--- src/rtl/multicycle_control_unit.sv ---
// ---------------------------------------------------------------------------
// multicycle_control_unit
//
// Multi-cycle control FSM for the TSC CPU. Each instruction is broken into
// IF / ID / EX / MEM / WB steps. One memory port and one ALU are shared
// across those steps, and this block drives the datapath muxes and enables
// that select between them. Memory accesses use a req/ready handshake.
//
// Ports:
//   clk, reset_n        system clock (rising edge), async active-low reset
//   opcode, func_code   instruction register fields, valid from ID onward
//   branch_taken        datapath branch-condition result, valid in EX
//   mem_ready           memory completes the current access this cycle
//   mem_read/mem_write  memory requests, held until mem_ready
//   i_or_d              memory address select: 0 = PC, 1 = ALU result
//   ir_write, pc_write  IR / PC load enables
//   pc_src              0 PC+1, 1 branch target, 2 jump target, 3 register
//   reg_write, reg_dst  register-file write enable, destination select
//                       (0 rt, 1 rd, 2 link $2)
//   alu_src, sign_ex    immediate operand select, immediate sign-extension
//   mem_to_reg          write-back data taken from memory
//   is_wwd              one-cycle output-port strobe
//   halted              processor stopped by HLT
//   num_inst            retired-instruction count, wraps modulo 2^CNT_W
//
// state | meaning
// ------+-----------------------------------------------------------------
// IF    | fetch word at PC; wait for mem_ready, then load IR and PC+1
// ID    | decode; jumps, WWD and undefined words finish here
// EX    | ALU step; branches finish here
// MEM   | data access for LWD / SWD; SWD finishes here
// WB    | register write-back
// HALT  | stopped until reset
// ---------------------------------------------------------------------------
module multicycle_control_unit #(
    parameter int OPCODE_W = 4,
    parameter int FUNC_W   = 6,
    parameter int CNT_W    = 16
) (
    input  logic                clk,
    input  logic                reset_n,
    input  logic [OPCODE_W-1:0] opcode,
    input  logic [FUNC_W-1:0]   func_code,
    input  logic                branch_taken,
    input  logic                mem_ready,
    output logic                mem_read,
    output logic                mem_write,
    output logic                i_or_d,
    output logic                ir_write,
    output logic                pc_write,
    output logic [1:0]          pc_src,
    output logic                reg_write,
    output logic [1:0]          reg_dst,
    output logic                alu_src,
    output logic                sign_ex,
    output logic                mem_to_reg,
    output logic                is_wwd,
    output logic                halted,
    output logic [CNT_W-1:0]    num_inst
);

    localparam logic [OPCODE_W-1:0] OP_BNE   = OPCODE_W'(0);
    localparam logic [OPCODE_W-1:0] OP_BEQ   = OPCODE_W'(1);
    localparam logic [OPCODE_W-1:0] OP_BGZ   = OPCODE_W'(2);
    localparam logic [OPCODE_W-1:0] OP_BLZ   = OPCODE_W'(3);
    localparam logic [OPCODE_W-1:0] OP_ADI   = OPCODE_W'(4);
    localparam logic [OPCODE_W-1:0] OP_ORI   = OPCODE_W'(5);
    localparam logic [OPCODE_W-1:0] OP_LHI   = OPCODE_W'(6);
    localparam logic [OPCODE_W-1:0] OP_LWD   = OPCODE_W'(7);
    localparam logic [OPCODE_W-1:0] OP_SWD   = OPCODE_W'(8);
    localparam logic [OPCODE_W-1:0] OP_JMP   = OPCODE_W'(9);
    localparam logic [OPCODE_W-1:0] OP_JAL   = OPCODE_W'(10);
    localparam logic [OPCODE_W-1:0] OP_RTYPE = OPCODE_W'(15);

    localparam logic [FUNC_W-1:0] FN_ALU_MAX = FUNC_W'(7);
    localparam logic [FUNC_W-1:0] FN_JPR     = FUNC_W'(25);
    localparam logic [FUNC_W-1:0] FN_JRL     = FUNC_W'(26);
    localparam logic [FUNC_W-1:0] FN_WWD     = FUNC_W'(28);
    localparam logic [FUNC_W-1:0] FN_HLT     = FUNC_W'(29);

    typedef enum logic [2:0] {
        S_IF   = 3'd0,
        S_ID   = 3'd1,
        S_EX   = 3'd2,
        S_MEM  = 3'd3,
        S_WB   = 3'd4,
        S_HALT = 3'd5
    } state_t;

    state_t state, state_next;
    logic   retire;

    logic dec_rtype, dec_ralu, dec_ialu, dec_branch, dec_lwd, dec_swd;
    logic dec_jmp, dec_jal, dec_jpr, dec_jrl, dec_wwd, dec_hlt, dec_undef;

    assign dec_rtype  = (opcode == OP_RTYPE);
    assign dec_ralu   = dec_rtype && (func_code <= FN_ALU_MAX);
    assign dec_jpr    = dec_rtype && (func_code == FN_JPR);
    assign dec_jrl    = dec_rtype && (func_code == FN_JRL);
    assign dec_wwd    = dec_rtype && (func_code == FN_WWD);
    assign dec_hlt    = dec_rtype && (func_code == FN_HLT);
    assign dec_branch = (opcode == OP_BNE) || (opcode == OP_BEQ) ||
                        (opcode == OP_BGZ) || (opcode == OP_BLZ);
    assign dec_ialu   = (opcode == OP_ADI) || (opcode == OP_ORI) || (opcode == OP_LHI);
    assign dec_lwd    = (opcode == OP_LWD);
    assign dec_swd    = (opcode == OP_SWD);
    assign dec_jmp    = (opcode == OP_JMP);
    assign dec_jal    = (opcode == OP_JAL);
    // Anything not recognised (opcodes 11..14, unused R-type functions)
    // retires from ID as a NOP.
    assign dec_undef  = !(dec_ralu || dec_jpr || dec_jrl || dec_wwd || dec_hlt ||
                          dec_branch || dec_ialu || dec_lwd || dec_swd ||
                          dec_jmp || dec_jal);

    always_ff @(posedge clk or negedge reset_n) begin
        if (!reset_n) begin
            state    <= S_IF;
            num_inst <= '0;
        end else begin
            state <= state_next;
            if (retire) begin
                num_inst <= num_inst + CNT_W'(1);
            end
        end
    end

    // Next state; retire marks the edge that leaves an instruction's last step.
    always_comb begin
        state_next = state;
        retire     = 1'b0;
        case (state)
            S_IF: begin
                if (mem_ready) begin
                    state_next = S_ID;
                end
            end
            S_ID: begin
                if (dec_hlt) begin
                    state_next = S_HALT;
                end else if (dec_jmp || dec_jal || dec_jpr || dec_jrl ||
                             dec_wwd || dec_undef) begin
                    state_next = S_IF;
                    retire     = 1'b1;
                end else begin
                    state_next = S_EX;
                end
            end
            S_EX: begin
                if (dec_branch) begin
                    state_next = S_IF;
                    retire     = 1'b1;
                end else if (dec_lwd || dec_swd) begin
                    state_next = S_MEM;
                end else begin
                    state_next = S_WB;
                end
            end
            S_MEM: begin
                if (mem_ready) begin
                    if (dec_swd) begin
                        state_next = S_IF;
                        retire     = 1'b1;
                    end else begin
                        state_next = S_WB;
                    end
                end
            end
            S_WB: begin
                state_next = S_IF;
                retire     = 1'b1;
            end
            S_HALT: state_next = S_HALT;
            default: state_next = S_IF;
        endcase
    end

    // Outputs are forced low while reset_n is low so an outstanding request
    // drops immediately, without waiting for a clock edge.
    always_comb begin
        mem_read   = 1'b0;
        mem_write  = 1'b0;
        i_or_d     = 1'b0;
        ir_write   = 1'b0;
        pc_write   = 1'b0;
        pc_src     = 2'd0;
        reg_write  = 1'b0;
        reg_dst    = 2'd0;
        alu_src    = 1'b0;
        sign_ex    = 1'b0;
        mem_to_reg = 1'b0;
        is_wwd     = 1'b0;
        halted     = 1'b0;
        if (reset_n) begin
            case (state)
                S_IF: begin
                    mem_read = 1'b1;
                    if (mem_ready) begin
                        ir_write = 1'b1;
                        pc_write = 1'b1;
                    end
                end
                S_ID: begin
                    if (dec_jmp || dec_jal) begin
                        pc_write = 1'b1;
                        pc_src   = 2'd2;
                    end
                    if (dec_jpr || dec_jrl) begin
                        pc_write = 1'b1;
                        pc_src   = 2'd3;
                    end
                    if (dec_jal || dec_jrl) begin
                        reg_write = 1'b1;
                        reg_dst   = 2'd2;
                    end
                    is_wwd = dec_wwd;
                end
                S_EX: begin
                    if (dec_branch) begin
                        pc_write = branch_taken;
                        pc_src   = 2'd1;
                    end
                    alu_src = dec_ialu || dec_lwd || dec_swd;
                    sign_ex = dec_branch || dec_lwd || dec_swd || (opcode == OP_ADI);
                end
                S_MEM: begin
                    i_or_d    = 1'b1;
                    mem_read  = dec_lwd;
                    mem_write = dec_swd;
                end
                S_WB: begin
                    reg_write  = 1'b1;
                    reg_dst    = dec_ralu ? 2'd1 : 2'd0;
                    mem_to_reg = dec_lwd;
                end
                S_HALT: halted = 1'b1;
                default: ;
            endcase
        end
    end

endmodule

--- config.mk ---
export PLATFORM = sky130hd
export DESIGN_NAME = multicycle_control_unit
export DESIGN_NICKNAME = d
export VERILOG_FILES = /design/src/rtl/multicycle_control_unit.sv
export SDC_FILE = /design/constraint.sdc
export NUM_CORES = 1
export LEC_CHECK = 0
export ABC_AREA = 1
export CAP_MARGIN = 20
export CELL_PAD_IN_SITES_DETAIL_PLACEMENT = 1
export CELL_PAD_IN_SITES_GLOBAL_PLACEMENT = 1
export CORE_UTILIZATION = 45
export DETAILED_ROUTE_END_ITERATION = 10
export DONT_BUFFER_PORTS = 1
export PLACE_DENSITY = 0.93
export SYNTH_ARGS = -nofsm -noshare
export SYNTH_HDL_FRONTEND = slang
export SYNTH_SLANG_ARGS = --single-unit
export TNS_END_PERCENT = 20
--- constraint.sdc ---
create_clock -name clk -period 4 [get_ports clk]
set_clock_uncertainty 0.1 [all_clocks]
set_input_delay 0.6 -clock clk [delete_from_list [all_inputs] [get_ports clk]]
set_output_delay 0.6 -clock clk [all_outputs]
set_load 0.01 [all_outputs]
==> results by group <==
Clock tree
  • Clock sinks: 19
  • CTS tree: yes
  • CTS buffer count: 3
  • Clock slew at reported path FFs: 100 ps
  • Post-CTS setup buffers: 0
  • Post_cts resized: 0
  • H-tree depth: 1
  • Clock root buffer: clkbuf_4
  • Clock Path Buffers: 2
  • Clk Latency, worst-skew pair: 300 ps
  • CTS hold repair buffers: 1

Hold path
  • Hold crit path type: primary input to flop

Power
  • PD cells: ~440 nW/µm²
  • Design Power: 0.000704 W
  • Cell leakage power: 0.776 nW
  • VDD IR max: 238 µV

Finish
  • Post-layout nets: 253
  • Area Overhead vs Synth: 3.99%
  • FILL cells: 443
  • Most frequent cells in the layout: nand2_1, nand3_1, inv_1
  • Commonest non-fill, non-tap cell in the layout: nand2_1
  • Inserted Diodes: 0
  • Share of layout cells above drive strength 1: 0.0675
  • Final Non-Filler Cells: 281

STA
  • Setup TNS: 0 ps
  • Worst-Margin Slew: 851 ps
  • Finish-stage setup viols: 0
  • RSZ-0062 raised after global routing: no
  • Fin. Hold Viols: 0
  • Fmax: 434 MHz
  • Fin crit share: 0.576
  • Relative slew slack: 0.431
  • Max-slew violation count: 0
  • Fin crit period: 2300 ps

Setup path
  • CP max stage delay: between 400 and 500 ps
  • Worst setup SP type: flop
  • Worst Path Max Fanout: 6
  • Slowest stage cell, crit path: dfrtp_1
  • WP data required: 3300 ps
  • Crit end category: output port
  • CP Class: flop to output port
  • Crit path cell chain: inv_1, nand3_1, nand2_1, inv_1, a211oi_1
  • Worst path most repeated cell: inv_1
  • Worst Path Arrival: 1600 ps

Die
  • Core area: 3150 µm²
  • Die W: 60.5 µm
  • Die Span Y: between 60 and 70 µm
  • Initial core utilization: 0.488
  • Site Rows: 20
  • Die Area: between 3000 and 4000 µm²
  • I/O pins: 45

Yosys
  • Top cell type by total area after synthesis: dfrtp_1
  • Sequential share of the synthesized area: 0.309
  • Mux cell area share after synthesis: 0
  • Post-Synth XOR/XNOR Area: 0.0627
  • Main combinational cell family by area after synthesis: simple AND/OR/NAND/NOR gates
  • Syn Std Cell Area: 1540 µm²
  • Area share of the largest cell type after synthesis: 0.309
  • Compound-Gate Fraction of Synth Area: 0.0391
  • Synth area leaders: dfrtp_1, nand2_1, nand3_1, inv_1, nor2_1
  • Synth Register Bits: 19
  • Post-Syn Instances: roughly 240
  • Syn Nets: around 250
  • Syn_area_per_cell: 6.52 µm²
  • Yosys cell types: 28
  • Adder-Cell Fraction of Synth Area: 0.00814
  • Yosys warns: 0
  • Post-synthesis simple-gate area fraction: 0.493

Global route
  • Initial antenna violation count: 0
  • Vias in the first global route: around 1600
  • GR Util All Layers: 0.249
  • Largest net degree at the start of global routing: 20
  • First-pass GRT wire length: 6.91 mm
  • Grt total ovfl: 0

Job
  • Maxcap violations: 0

Detailed routing
  • Wire per inst: 14.1 µm
  • DRC viols: 0
  • Drt via density: 5.46
  • TritonRoute pass-1 iters: 4
  • Iteration-0 DRC Markers: 71
  • Via count: 1534
  • ANT nets after route: 0
  • WL final: 3.98 mm

Placed design
  • IO Port Bufs: 0
  • Final GP Congestion: between 0.8 and 0.9
  • Placed Cells: around 280
  • Detail Placement HPWL: 3.12 mm

Run status
  • Outcome: complete, no violations
## synthesized netlist by cell type (all sizes together)
cell type  number
clkbuf          1
nor3           15
inv            28
a21oi           2
nand3          33
nor2           28
nand2          75
a211oi          1
nand3b          1
xor2            8
ha              1
a21boi          1
o21bai          1
nand4           9
o21ai           3
nor4            2
buf             3
dfrtp          19
o22ai           1
a31oi           1
xnor2           3
## registers in the layout, summed over array words and instances, names as in the netlist
name and count:
state 3, num_inst 16
## area by class of cell
| class | instances | area, µm² | share of cell area |
|---|---|---|---|
| clock buffer | 4 | 26.3 | 0.0164 |
| sequential | 19 | 475 | 0.297 |
| inverter | 28 | 105 | 0.0657 |
| multi-input combinational | 185 | 927 | 0.580 |
| tap | 44 | 55.1 | 0.0344 |
| timing repair buffer | 1 | 10.0 | 0.00626 |
## metal layers
metal	up-vias	GRT usage	wire (µm)
li1	773	-	-
met5	-	0	0
met4	0	0.0390	12
met3	2	0.0554	159
met1	736	0.337	1960
met2	23	0.416	1840
## stage by stage
stage	setup slack, ps	utilization	hold WS, ps	instance area [µm²]
2_1_floorplan	1950	-	204	1540
3_3_place_gp	1870	0.496	205	1560
3_5_place_dp	1850	0.496	205	1560
4_1_cts	1670	0.507	405	1600
5_1_grt	1560	0.507	441	1600
6_report	1700	0.507	416	1600
## worst paths after layout
path | from | end | slack [ps] | cells past startpoint
min in group asynchronous | reset_n | num_inst[15] | 740 | 1
worst min register to register | num_inst[13] | num_inst[13] | 540 | 2
max in group asynchronous | reset_n | num_inst[4] | 2530 | 1
worst max-delay path | state[2] | mem_read | 1700 | 5
worst max register to register | state[1] | num_inst[5] | 2130 | 7
worst min-delay path | mem_ready | state[2] | 420 | 4
## critical path, delay by kind of cell (launching register included)
kind                   cells  cell delay [ps]
flip-flops                 1              470
AND/OR/NAND/NOR            2              330
AO/OA/AOI/OAI              1              330
buffers and inverters      2              190
## cells by family (layout without fill, tap and decap cells)
kind of cell    count (synthesis)  in the layout
compound gates                 10             10
xor+xnor                       11             11
fa+ha+maj                       1              1
buf+inv                        32             33
flops                          19             19
simple gates                  163            163
## power by group
group	internal [W]	total, W	switching (W)	leakage [nW]
Sequential	0.000227	0.000294	0.0000669	0.258
Combinational	0.0000885	0.000312	0.000223	0.503
Clock	0.0000389	0.0000974	0.0000585	0.0150
Total	0.000355	0.000704	0.000349	0.776
Power figures use the tool's default switching activity.
